[config.mk]
export PLATFORM = sky130hd
export DESIGN_NAME = reg_scoreboard_flat
export DESIGN_NICKNAME = d
export VERILOG_FILES = /design/src/rtl/reg_scoreboard_if.sv /design/src/rtl/reg_scoreboard.sv /design/src/flat_wrapper.sv
export SDC_FILE = /design/constraint.sdc
export NUM_CORES = 1
export LEC_CHECK = 0
export CAP_MARGIN = 40
export CORE_AREA = 2 2 131 82
export DETAILED_ROUTE_END_ITERATION = 7
export DIE_AREA = 0 0 133 84
export SYNTH_ARGS = -nofsm -noshare
export SYNTH_HDL_FRONTEND = slang
export SYNTH_SLANG_ARGS = --single-unit
[constraint.sdc]
create_clock -name clock -period 8.02 [get_ports clock]
set_clock_uncertainty 0.1 [all_clocks]
set_input_delay 2.406 -clock clock [delete_from_list [all_inputs] [get_ports clock]]
set_output_delay 2.406 -clock clock [all_outputs]
set_load 0.005 [all_outputs]
[src/rtl/reg_scoreboard_if.sv]
// Issue, register-file read, writeback and status signals of the register scoreboard.
// Decode, the register file and the writeback bus sit on the master side.
interface reg_scoreboard_if;
    logic        issue_valid;
    logic        issue_ready;
    logic [4:0]  issue_rs1;
    logic [4:0]  issue_rs2;
    logic        issue_rs1_used;
    logic        issue_rs2_used;
    logic [4:0]  issue_rd;
    logic        issue_rd_used;

    logic        rf_read1_valid;
    logic        rf_read2_valid;
    logic [4:0]  rf_read1_addr;
    logic [4:0]  rf_read2_addr;
    logic        opnd_valid;

    logic        wb_valid;
    logic [4:0]  wb_addr;

    logic [31:0] busy;
    logic [4:0]  inflight_count;
    logic        wb_error;

    modport master (
        output issue_valid, issue_rs1, issue_rs2, issue_rs1_used, issue_rs2_used,
               issue_rd, issue_rd_used, wb_valid, wb_addr,
        input  issue_ready, rf_read1_valid, rf_read2_valid, rf_read1_addr,
               rf_read2_addr, opnd_valid, busy, inflight_count, wb_error
    );

    modport slave (
        input  issue_valid, issue_rs1, issue_rs2, issue_rs1_used, issue_rs2_used,
               issue_rd, issue_rd_used, wb_valid, wb_addr,
        output issue_ready, rf_read1_valid, rf_read2_valid, rf_read1_addr,
               rf_read2_addr, opnd_valid, busy, inflight_count, wb_error
    );
endinterface

[src/rtl/reg_scoreboard.sv]
// Issue-side hazard controller: tracks registers with writes in flight, gates issue on
// RAW/WAW/capacity hazards, drives register-file reads and flags operand data a cycle later.
module reg_scoreboard #(
    parameter int MAX_INFLIGHT = 4
) (
    input logic            clock,
    input logic            reset,
    reg_scoreboard_if.slave sb
);
    localparam logic [4:0] MAX_CNT = 5'(MAX_INFLIGHT);

    logic [31:0] busy_q, busy_d;
    logic [4:0]  count_q, count_d;
    logic        opnd_valid_q, opnd_valid_d;
    logic        wb_error_q, wb_error_d;

    logic wb_clr, raw1, raw2, rd_live, waw, cap_stall, ready, fire, set_busy;

    always_comb begin
        // NOTE: every always_comb output gets a default first so no path can infer a latch.
        busy_d       = busy_q;
        count_d      = count_q;
        wb_error_d   = wb_error_q;

        // A writeback that retires a busy register releases it in this very cycle.
        wb_clr    = sb.wb_valid && (sb.wb_addr != 5'd0) && busy_q[sb.wb_addr];
        raw1      = sb.issue_rs1_used && (sb.issue_rs1 != 5'd0) && busy_q[sb.issue_rs1]
                    && !(wb_clr && (sb.wb_addr == sb.issue_rs1));
        raw2      = sb.issue_rs2_used && (sb.issue_rs2 != 5'd0) && busy_q[sb.issue_rs2]
                    && !(wb_clr && (sb.wb_addr == sb.issue_rs2));
        rd_live   = sb.issue_rd_used && (sb.issue_rd != 5'd0);
        waw       = rd_live && busy_q[sb.issue_rd] && !(wb_clr && (sb.wb_addr == sb.issue_rd));
        cap_stall = rd_live && (count_q == MAX_CNT) && !wb_clr;

        ready     = !reset && !raw1 && !raw2 && !waw && !cap_stall;
        fire      = sb.issue_valid && ready;
        set_busy  = fire && rd_live;

        // Clear before set so a same-register set and clear leaves the bit busy.
        if (wb_clr)   busy_d[sb.wb_addr]  = 1'b0;
        if (set_busy) busy_d[sb.issue_rd] = 1'b1;
        busy_d[0] = 1'b0;

        case ({set_busy, wb_clr})
            2'b10:   count_d = count_q + 5'd1;
            2'b01:   count_d = count_q - 5'd1;
            default: count_d = count_q;
        endcase

        if (sb.wb_valid && ((sb.wb_addr == 5'd0) || !busy_q[sb.wb_addr]))
            wb_error_d = 1'b1;

        opnd_valid_d = fire;
    end

    always_ff @(posedge clock) begin
        // NOTE: sequential state uses non-blocking assignments so all flops update together.
        if (reset) begin
            busy_q       <= '0;
            count_q      <= '0;
            opnd_valid_q <= 1'b0;
            wb_error_q   <= 1'b0;
        end else begin
            busy_q       <= busy_d;
            count_q      <= count_d;
            opnd_valid_q <= opnd_valid_d;
            wb_error_q   <= wb_error_d;
        end
    end

    assign sb.issue_ready    = ready;
    assign sb.rf_read1_valid = fire && sb.issue_rs1_used;
    assign sb.rf_read2_valid = fire && sb.issue_rs2_used;
    assign sb.rf_read1_addr  = (fire && sb.issue_rs1_used) ? sb.issue_rs1 : 5'd0;
    assign sb.rf_read2_addr  = (fire && sb.issue_rs2_used) ? sb.issue_rs2 : 5'd0;
    assign sb.opnd_valid     = opnd_valid_q;
    assign sb.busy           = busy_q;
    assign sb.inflight_count = count_q;
    assign sb.wb_error       = wb_error_q;
endmodule

[src/flat_wrapper.sv]
// flat-port wrapper written by rule: the top's interface ports become plain ports
module reg_scoreboard_flat 
#(
    parameter int MAX_INFLIGHT = 4
)
  (clock, reset, sb_issue_valid, sb_issue_rs1, sb_issue_rs2, sb_issue_rs1_used, sb_issue_rs2_used, sb_issue_rd, sb_issue_rd_used, sb_wb_valid, sb_wb_addr, sb_issue_ready, sb_rf_read1_valid, sb_rf_read2_valid, sb_rf_read1_addr, sb_rf_read2_addr, sb_opnd_valid, sb_busy, sb_inflight_count, sb_wb_error);
  reg_scoreboard_if sb_i ();
  input logic clock;
  input logic reset;
  input wire logic [$bits(sb_i.issue_valid)-1:0] sb_issue_valid;
  input wire logic [$bits(sb_i.issue_rs1)-1:0] sb_issue_rs1;
  input wire logic [$bits(sb_i.issue_rs2)-1:0] sb_issue_rs2;
  input wire logic [$bits(sb_i.issue_rs1_used)-1:0] sb_issue_rs1_used;
  input wire logic [$bits(sb_i.issue_rs2_used)-1:0] sb_issue_rs2_used;
  input wire logic [$bits(sb_i.issue_rd)-1:0] sb_issue_rd;
  input wire logic [$bits(sb_i.issue_rd_used)-1:0] sb_issue_rd_used;
  input wire logic [$bits(sb_i.wb_valid)-1:0] sb_wb_valid;
  input wire logic [$bits(sb_i.wb_addr)-1:0] sb_wb_addr;
  output wire logic [$bits(sb_i.issue_ready)-1:0] sb_issue_ready;
  output wire logic [$bits(sb_i.rf_read1_valid)-1:0] sb_rf_read1_valid;
  output wire logic [$bits(sb_i.rf_read2_valid)-1:0] sb_rf_read2_valid;
  output wire logic [$bits(sb_i.rf_read1_addr)-1:0] sb_rf_read1_addr;
  output wire logic [$bits(sb_i.rf_read2_addr)-1:0] sb_rf_read2_addr;
  output wire logic [$bits(sb_i.opnd_valid)-1:0] sb_opnd_valid;
  output wire logic [$bits(sb_i.busy)-1:0] sb_busy;
  output wire logic [$bits(sb_i.inflight_count)-1:0] sb_inflight_count;
  output wire logic [$bits(sb_i.wb_error)-1:0] sb_wb_error;
  assign sb_i.issue_valid = sb_issue_valid;
  assign sb_i.issue_rs1 = sb_issue_rs1;
  assign sb_i.issue_rs2 = sb_issue_rs2;
  assign sb_i.issue_rs1_used = sb_issue_rs1_used;
  assign sb_i.issue_rs2_used = sb_issue_rs2_used;
  assign sb_i.issue_rd = sb_issue_rd;
  assign sb_i.issue_rd_used = sb_issue_rd_used;
  assign sb_i.wb_valid = sb_wb_valid;
  assign sb_i.wb_addr = sb_wb_addr;
  assign sb_issue_ready = sb_i.issue_ready;
  assign sb_rf_read1_valid = sb_i.rf_read1_valid;
  assign sb_rf_read2_valid = sb_i.rf_read2_valid;
  assign sb_rf_read1_addr = sb_i.rf_read1_addr;
  assign sb_rf_read2_addr = sb_i.rf_read2_addr;
  assign sb_opnd_valid = sb_i.opnd_valid;
  assign sb_busy = sb_i.busy;
  assign sb_inflight_count = sb_i.inflight_count;
  assign sb_wb_error = sb_i.wb_error;
  reg_scoreboard #(.MAX_INFLIGHT(MAX_INFLIGHT)) u_core (.clock(clock), .reset(reset), .sb(sb_i));
endmodule
==> results of run 1 <==
==> logic make-up after synthesis <==
family,after synthesis
other,1
multiplexers,49
AND/OR/NAND/NOR,170
buffers and inverters,52
adder cells (fa/ha/maj),5
AO/OA/AOI/OAI,110
flip-flops,38
XOR/XNOR,19
==> cell type report <==
type | instances | area [um^2] | area share
Timing Repair Buffer | 123 | 1170 | 0.221
Clock buffer | 5 | 125 | 0.0236
Multi-Input combinational cell | 355 | 2960 | 0.558
Inverter | 11 | 41.3 | 0.00779
Clock inverter | 3 | 68.8 | 0.0130
Tap cell | 139 | 174 | 0.0328
Sequential cell | 38 | 761 | 0.144
==> per-layer routing <==
layer | up-vias | routed length (um) | track usage
li1 | 1856 | - | -
met5 | - | 0 | 0
met4 | 0 | 129 | 0.0557
met2 | 172 | 6140 | 0.380
met3 | 14 | 1310 | 0.0455
met1 | 1935 | 7070 | 0.401
==> worst max path at each step <==
stage	slack, ns	cells after the start	start	endpoint
floorplan	1.06	8	sb_wb_addr[0]	sb_rf_read1_addr[1]
global placement	-0.03	9	sb_issue_rs2[0]	sb_rf_read2_addr[0]
detailed placement	-0.07	9	sb_issue_rs2[0]	sb_rf_read2_addr[1]
CTS	-0.01	10	sb_issue_rs2[0]	sb_rf_read2_addr[1]
global route	0.01	11	sb_issue_rs1[0]	sb_rf_read1_addr[1]
finish	0.12	10	sb_issue_rs2[2]	sb_rf_read2_valid
==> power breakdown <==
part	internal [uW]	switching [uW]	total, uW
registers	191	2.62	193
logic	68.0	91.1	159
clock network	179	86.0	265
==> what timing repair did <==
action	4_1_cts	5_1_grt
cloned	1	0
setup buffers	2	3
pin swaps	3	6
setup endpoints to repair	7	12
gates resized for setup	6	8
==> cells in the mapped netlist (all sizes together), types with 8 or more instances <==
library cell and n:
nand2 15, o21ai 38, nor2b 37, xnor2 8
dfxtp 38, inv 11, a21oi 11, mux4 14
nor3 12, clkbuf 18, o31ai 31, or3 13
mux2i 28, buf 23, nor2 21, xor2 11
nand3 32
==> metrics by stage <==
stage	util	setup WS [ns]	cell area [um^2]	TNS [ns]	hold slack, ns
after global placement	0.492	-0.0255	4980	-0.0255	0.369
after global routing	0.523	0.0146	5300	0	0.415
final	0.523	0.118	5300	0	0.386
after detailed placement	0.492	-0.0728	4980	-0.285	0.373
after CTS	0.517	-0.0148	5240	-0.0291	0.389
after floorplan	-	1.06	3890	0	0.381
==> critical path, stage by stage <==
cell	delay, ns
clkdlybuf4s50_1	0.56
buf_4	0.19
mux4_2	0.30
mux2_2	0.28
a211o_1	0.31
a21oi_4	0.25
o221ai_4	0.21
buf_4	0.20
nor3_1	0.15
clkdlybuf4s50_1	0.52
==> state kept, by name (all words and copies together) (netlist names) <==
| signal | flops |
|---|---|
| u_core.sb.busy | 31 |
| u_core.sb.opnd_valid | 1 |
| u_core.sb.wb_error | 1 |
| u_core.sb.inflight_count | 5 |
==> flow_summary.json, run 1 <==
{
  "rsz0062_at_grt": "false",
  "die_h_um": 84,
  "worstHoldPathType": "reg -> reg",
  "hpwlAfterDp_um": 10700,
  "final_net_count": 566,
  "cts_hold_buf": 0,
  "instances_no_fill": 674,
  "yosysUniqueCellTypes": 63,
  "grt_pass1_vias": 3914,
  "area_growth_pct": 36.1,
  "num_vias": 3977,
  "path_class": "in -> out",
  "hold_start": "u_core.sb.wb_error",
  "drv_slew": 0,
  "synth_nets": 476,
  "worstPathRequired_ns": 5.51,
  "synth_mux_area_frac": 0.179,
  "die_area_um2": 11200,
  "cp.arrival_ns": 5.40,
  "cp_max_fo": 6,
  "row_count": 29,
  "grt_pass1_wl_um": 22800,
  "globalplace.congestion": 0.892,
  "layout_commonest_cell": "clkdlybuf4s50_1",
  "cts.path.max_buffers": 2,
  "fmax_ghz": 0.127,
  "synth_cells": 444,
  "worst_slew_pin_slew_ns": 0.787,
  "layout-drive-gt1-share": 0.230,
  "routed_wl_um": 14700,
  "min_period_over_period": 0.985,
  "yosys.area_share.simple": 0.259,
  "drt-initial-drc-count": 454,
  "avgRoutedWirePerCell_um": 21.7,
  "dr.pass1.iters": 5,
  "numCtsBuffers": 5,
  "yosys.area.top_type": "dfxtp_1",
  "final_cell_mix": "75 x clkdlybuf4s50_1, 41 x buf_4, 38 x dfxtp_1",
  "whs_endpoint": "u_core.sb.wb_error",
  "synthArstFlopShare": 0,
  "rrSetupSlack_ns": 3.55,
  "antenna_left": 0,
  "io_buffers": 77,
  "p_total_uw": 617,
  "clk_pin_slew_ns": 0.06,
  "routed_via_density": 5.90,
  "synth-seq-area-share": 0.195,
  "drcViolationCount": 0,
  "synth_top_area_share": 0.195,
  "dp_cells": 660,
  "synth_top_family_by_area": "simple AND/OR/NAND/NOR gates",
  "synth_edf_count": 0,
  "die-width_um": 133,
  "insertion_delay_ns": 0.29,
  "cts.sinks": 38,
  "cts_tree": "done",
  "yosys.area_share.xor_xnor": 0.0427,
  "n_antenna_cell": 0,
  "synth_area_per_cell_um2": 8.77,
  "setup_violations": 0,
  "power.leakage_uw": 0.00192,
  "status": "finished, final reports clean",
  "grt_use_total": 0.262,
  "synth.area.top_cells": "dfxtp_1 20%, o31ai_2 10%, mux2i_1 7.2%",
  "cap_violations": 0,
  "reg2reg_to": "u_core.sb.inflight_count[4]",
  "h-tree-depth": 2,
  "vdd_drop_max_mv": 0.0817,
  "cts_root_buf": "clkbuf_16",
  "synth_area_um2": 3890,
  "final.min_clock_period_ns": 7.90,
  "rr_worst_depth": 17,
  "fill_cells": 942,
  "grt_overflow_total": 0,
  "hold_viol_final": 0,
  "synth_compound_area_frac": 0.239,
  "start_util": 0.385,
  "synth_adder_area_share": 0.0180,
  "hold_depth": 1,
  "worstSetupStartpointType": "primary input",
  "worstSetupEndpointType": "output port",
  "antenna_found_initial": 0,
  "core_um2": 10100,
  "power.density_nw_per_um2": 117,
  "slew_headroom": 0.471,
  "ys_ff_latch": 38,
  "ys_warn_count": 0,
  "pin_count": 79,
  "grt_max_degree": 40,
  "reg2reg_from": "u_core.sb.busy[9]",
  "synth_flop_cell": "dfxtp_1"
}
(Power assumes the default switching activity.)
==> run 2, diff against run 1 <==
--- a/config.mk
+++ b/config.mk
@@ -10,4 +10,6 @@
 export DETAILED_ROUTE_END_ITERATION = 7
 export DIE_AREA = 0 0 133 84
+export SETUP_SLACK_MARGIN = 0.02
+export SLEW_MARGIN = 20
 export SYNTH_ARGS = -nofsm -noshare
 export SYNTH_HDL_FRONTEND = slang
==> constraint.sdc (replaced) <==
create_clock -name clock -period 8.02 [get_ports clock]
set_clock_uncertainty 0.1 [all_clocks]
set_input_delay 0.802 -clock clock [delete_from_list [all_inputs] [get_ports clock]]
set_output_delay 0.802 -clock clock [all_outputs]
set_load 0.005 [all_outputs]
==> flow_summary.json, run 2 (synthesis gave the netlist of run 1 again) <==
{
  "status": "finished, final reports clean",
  "hold_depth": 1,
  "p_total_uw": 528,
  "h-tree-depth": 2,
  "cts_resized": 0,
  "grt_use_total": 0.245,
  "drv_slew": 0,
  "insertion_delay_ns": 0.28,
  "row_count": 29,
  "n_antenna_cell": 0,
  "vdd_drop_max_mv": 0.134,
  "hold_viol_final": 0,
  "grt_overflow_total": 0,
  "drcViolationCount": 0,
  "largest_reg_flops": 31,
  "pre_cts_ws_ns": 1.93,
  "fin_tns_setup_ns": 0,
  "grt_pass1_wl_um": 21200,
  "core_um2": 10100,
  "die_h_um": 84,
  "post_cts_buffers": 0,
  "avgRoutedWirePerCell_um": 21.9,
  "worstPathRequired_ns": 8.13,
  "area_growth_pct": 24.6,
  "rr_worst_depth": 15,
  "setup_violations": 0,
  "rsz0062_at_grt": "false",
  "cts_tree": "done",
  "min_period_over_period": 0.706,
  "cp-startpoint": "sb_wb_addr[0]",
  "clk_pin_slew_ns": 0.06,
  "grt_pass1_vias": 3671,
  "dp_cells": 625,
  "grt_max_degree": 41,
  "cts.path.max_buffers": 2,
  "die-width_um": 133,
  "power.density_nw_per_um2": 109,
  "final.min_clock_period_ns": 5.66,
  "num_vias": 3859,
  "routed_via_density": 6.08,
  "pin_count": 79,
  "cp_max_fo": 33,
  "die_area_um2": 11200,
  "instances_no_fill": 635,
  "setup_slack_ns": 2.36,
  "cts_root_buf": "clkbuf_16",
  "hold_start": "u_core.sb.wb_error",
  "numCtsBuffers": 5,
  "cts.sinks": 38,
  "rrSetupSlack_ns": 3.46,
  "hpwlAfterDp_um": 9780,
  "power.leakage_uw": 0.00167,
  "cp.arrival_ns": 5.77,
  "io_buffers": 77,
  "slew_headroom": 0.472,
  "drt-initial-drc-count": 449,
  "cap_violations": 0,
  "final_core_util": 0.479,
  "layout-drive-gt1-share": 0.153,
  "worstSetupStartpointType": "primary input",
  "start_util": 0.385,
  "worstSetupEndpointType": "flip-flop",
  "reg2reg_from": "u_core.sb.busy[17]",
  "globalplace.congestion": 0.887,
  "layout_commonest_cell": "clkdlybuf4s50_1",
  "antenna_left": 0,
  "whs_endpoint": "u_core.sb.wb_error",
  "fmax_ghz": 0.177,
  "dr.pass1.iters": 5,
  "antenna_found_initial": 0,
  "routed_wl_um": 13900,
  "final_cell_mix": "77 x clkdlybuf4s50_1, 38 x dfxtp_1, 37 x nor2b_1, 37 x o21ai_0, 32 x nand3_1",
  "cts_hold_buf": 0,
  "reg2reg_to": "u_core.sb.inflight_count[4]",
  "final_net_count": 527,
  "worst_slew_pin_slew_ns": 0.790,
  "worstHoldPathType": "reg -> reg",
  "path_class": "in -> reg"
}
==> run 2: changes by cell type in the layout (fill, tap and decap cells not counted), moves of 2 or more <==
| cell | change |
|---|---|
| clkdlybuf4s50_1 | +2 |
| nor4b_2 | -5 |
| buf_12 | -4 |
| nor4b_1 | +5 |
| bufinv_16 | -2 |
| buf_4 | -35 |
| buf_8 | +2 |
==> run 2: metrics by stage <==
step	cell area (um^2)	hold slack (ns)
after floorplan	3890	0.381
after global placement	4670	0.373
after detailed placement	4670	0.382
after CTS	4820	0.397
after global routing	4850	0.422
final	4850	0.387
==> run 2: worst max-delay path by stage <==
stage / slack, ns / depth (start not counted) / end
4_1_cts: 2.25 / 16 / u_core.sb.inflight_count[4]
3_5_place_dp: 1.93 / 16 / u_core.sb.inflight_count[4]
2_1_floorplan: 3.74 / 17 / u_core.sb.inflight_count[4]
6_report: 2.36 / 17 / u_core.sb.inflight_count[4]
3_3_place_gp: 2.15 / 16 / u_core.sb.inflight_count[4]
5_1_grt: 2.00 / 17 / u_core.sb.inflight_count[4]
==> run 2: worst max-delay path: stages <==
cell             delay (ns)
clkdlybuf4s50_1        0.91
mux4_2                 0.57
nor2b_1                0.15
a21oi_1                0.28
a41oi_4                0.24
o221ai_4               0.48
buf_4                  0.56
or3_1                  0.19
ha_1                   0.22
inv_1                  0.10
fa_1                   0.42
inv_1                  0.08
a21o_1                 0.11
a21oi_1                0.07
xnor2_1                0.13
or3_1                  0.30
a21oi_1                0.14
==> run 2: cell type report <==
type	instances	area, um^2
clock buffer	6	139
sequential	38	761
timing repair buffer	85	846
multi-input combinational	354	2880
fill	948	5270
tap	139	174
clock inverter	2	12.5
inverter	11	41.3
==> run 2: routing by layer <==
layer | GRT usage | wire length, um | vias to the layer above
li1 | - | - | 1774
met1 | 0.365 | 6300 | 1834
met2 | 0.333 | 5500 | 230
met3 | 0.0874 | 1940 | 21
met4 | 0.0489 | 175 | 0
met5 | 0 | 0 | -
==> run 2: report_power, final <==
part | switching (uW) | internal, uW
sequential | 2.68 | 191
combinational | 82.8 | 48.8
clock | 80.3 | 123
total | 166 | 363
==> run 3, diff against run 2 <==
PLACE_DENSITY = 0.66   (was not set)
clock period = 4.65 ns   (was 8.02 ns; I/O delays follow)
==> flow_summary.json, run 3 (synthesis gave the netlist of run 1 again) <==
{
  "status": "finished, final reports clean",
  "row_count": 29,
  "routed_wl_um": 14500,
  "seqPwrFrac": 0.363,
  "min_period_over_period": 0.956,
  "vdd_drop_max_mv": 0.105,
  "die_h_um": 84,
  "final_core_util": 0.499,
  "p_comb_frac": 0.272,
  "clk_pin_slew_ns": 0.06,
  "worstPathRequired_ns": 4.09,
  "power_switching_uw": 284,
  "path_class": "in -> out",
  "core_um2": 10100,
  "fmax_ghz": 0.225,
  "grt_max_degree": 46,
  "switching_share": 0.309,
  "cp.arrival_ns": 3.88,
  "drt-initial-drc-count": 329,
  "crit_chain": "clkdlybuf4s50_1 -> buf_4 -> mux2_2 -> a32oi_1 -> a31o_1 -> a41oi_4 -> o221ai_4 -> buf_4 -> buf_8 -> nor3_1 -> clkdlybuf4s50_1",
  "final.min_clock_period_ns": 4.45,
  "largest_reg_flops": 31,
  "final_net_count": 554,
  "insertion_delay_ns": 0.28,
  "io_buffers": 77,
  "cp_num_buf_inv": 5,
  "power.density_nw_per_um2": 182,
  "setup_violations": 0,
  "dpl_cell_area_um2": 4900,
  "worstSetupStartpointType": "primary input",
  "power_frac_clock": 0.365,
  "grt_overflow_total": 0,
  "routed_via_density": 6.10,
  "p_total_uw": 919,
  "cts.sinks": 38,
  "area_growth_pct": 29.8,
  "die-width_um": 133,
  "post_cts_buffers": 0,
  "layout_commonest_cell": "clkdlybuf4s50_1",
  "cp_max_fo": 34,
  "power.leakage_uw": 0.00181,
  "numCtsBuffers": 5,
  "reg2reg_from": "u_core.sb.busy[27]",
  "rsz0062_at_grt": "false",
  "num_vias": 4023,
  "intPower_uw": 635,
  "drcViolationCount": 0,
  "slew_headroom": 0.442,
  "die_area_um2": 11200,
  "cap_violations": 0,
  "worst_hold_slack_ns": 0.395,
  "antenna_found_initial": 0,
  "critPathTopFamily": "buffers and inverters",
  "cts_tree": "done",
  "globalplace.congestion": 0.944,
  "worstSetupEndpointType": "output port",
  "cp-startpoint": "sb_wb_addr[1]",
  "cpMaxStageDelayCell": "clkdlybuf4s50_1",
  "worst_slew_pin_slew_ns": 0.837,
  "avgRoutedWirePerCell_um": 21.9,
  "hpwlAfterDp_um": 10800,
  "grt_use_total": 0.258,
  "pin_count": 79,
  "antenna_left": 0,
  "hold_viol_final": 0,
  "cts_root_buf": "clkbuf_16",
  "h-tree-depth": 2,
  "layout-drive-gt1-share": 0.196,
  "final_area_um2": 5050,
  "cts.path.max_buffers": 2,
  "drv_slew": 0,
  "slowest_delay_ns": 0.71,
  "grt_pass1_wl_um": 22500,
  "hold_start": "u_core.sb.wb_error",
  "grt_pass1_vias": 3821,
  "start_util": 0.385,
  "dr.pass1.iters": 5,
  "n_antenna_cell": 0,
  "worstHoldPathType": "reg -> reg",
  "final_cell_mix": "76 x clkdlybuf4s50_1, 38 x dfxtp_1, 37 x nor2b_1, 37 x o21ai_0"
}
[run 3: power by group through the flow]
stage | Sequential (uW) | Combinational (uW) | Clock (uW)
floorplan | 339 | 157 | 0
global placement | 341 | 241 | 0
detailed placement | 340 | 243 | 0
CTS | 333 | 246 | 341
global route | 334 | 267 | 358
finish | 334 | 250 | 335
[run 3: cell type report]
cell class	instances	area, um^2
well taps	139	174
inverters	11	41.3
repair buffers	112	1060
flip-flops and latches	38	761
fillers	945	5070
clock buffers	6	139
multi-input cells	354	2880
[run 3: timing repair]
item,CTS,global route
gates resized for setup,1,4
hold buffers,0,0
pin swaps,0,0
setup endpoints to repair,1,15
gates cloned,0,0
[run 3: worst paths after layout]
check,endpoint,slack (ns),depth (start not counted)
hold / removal,u_core.sb.wb_error,0.40,1
setup reg to reg,u_core.sb.inflight_count[4],0.70,15
setup / recovery,sb_issue_ready,0.20,11
hold reg to reg,u_core.sb.wb_error,0.40,1
[run 3: stage by stage]
step	setup slack (ns)	instances	TNS, ns
3_3_place_gp	-0.0128	654	-0.0128
6_report	0.204	660	0
2_1_floorplan	0.705	444	0
3_5_place_dp	-0.0964	654	-0.0964
5_1_grt	0.0249	660	0
4_1_cts	0.0637	660	0
[run 3: layer usage]
metal / up-vias / global-route usage / wire length [um]
met4: 0 / 0.0469 / 114
met3: 13 / 0.0686 / 1600
met5: - / 0 / 0
met1: 1941 / 0.403 / 7020
met2: 242 / 0.349 / 5750
li1: 1827 / - / -
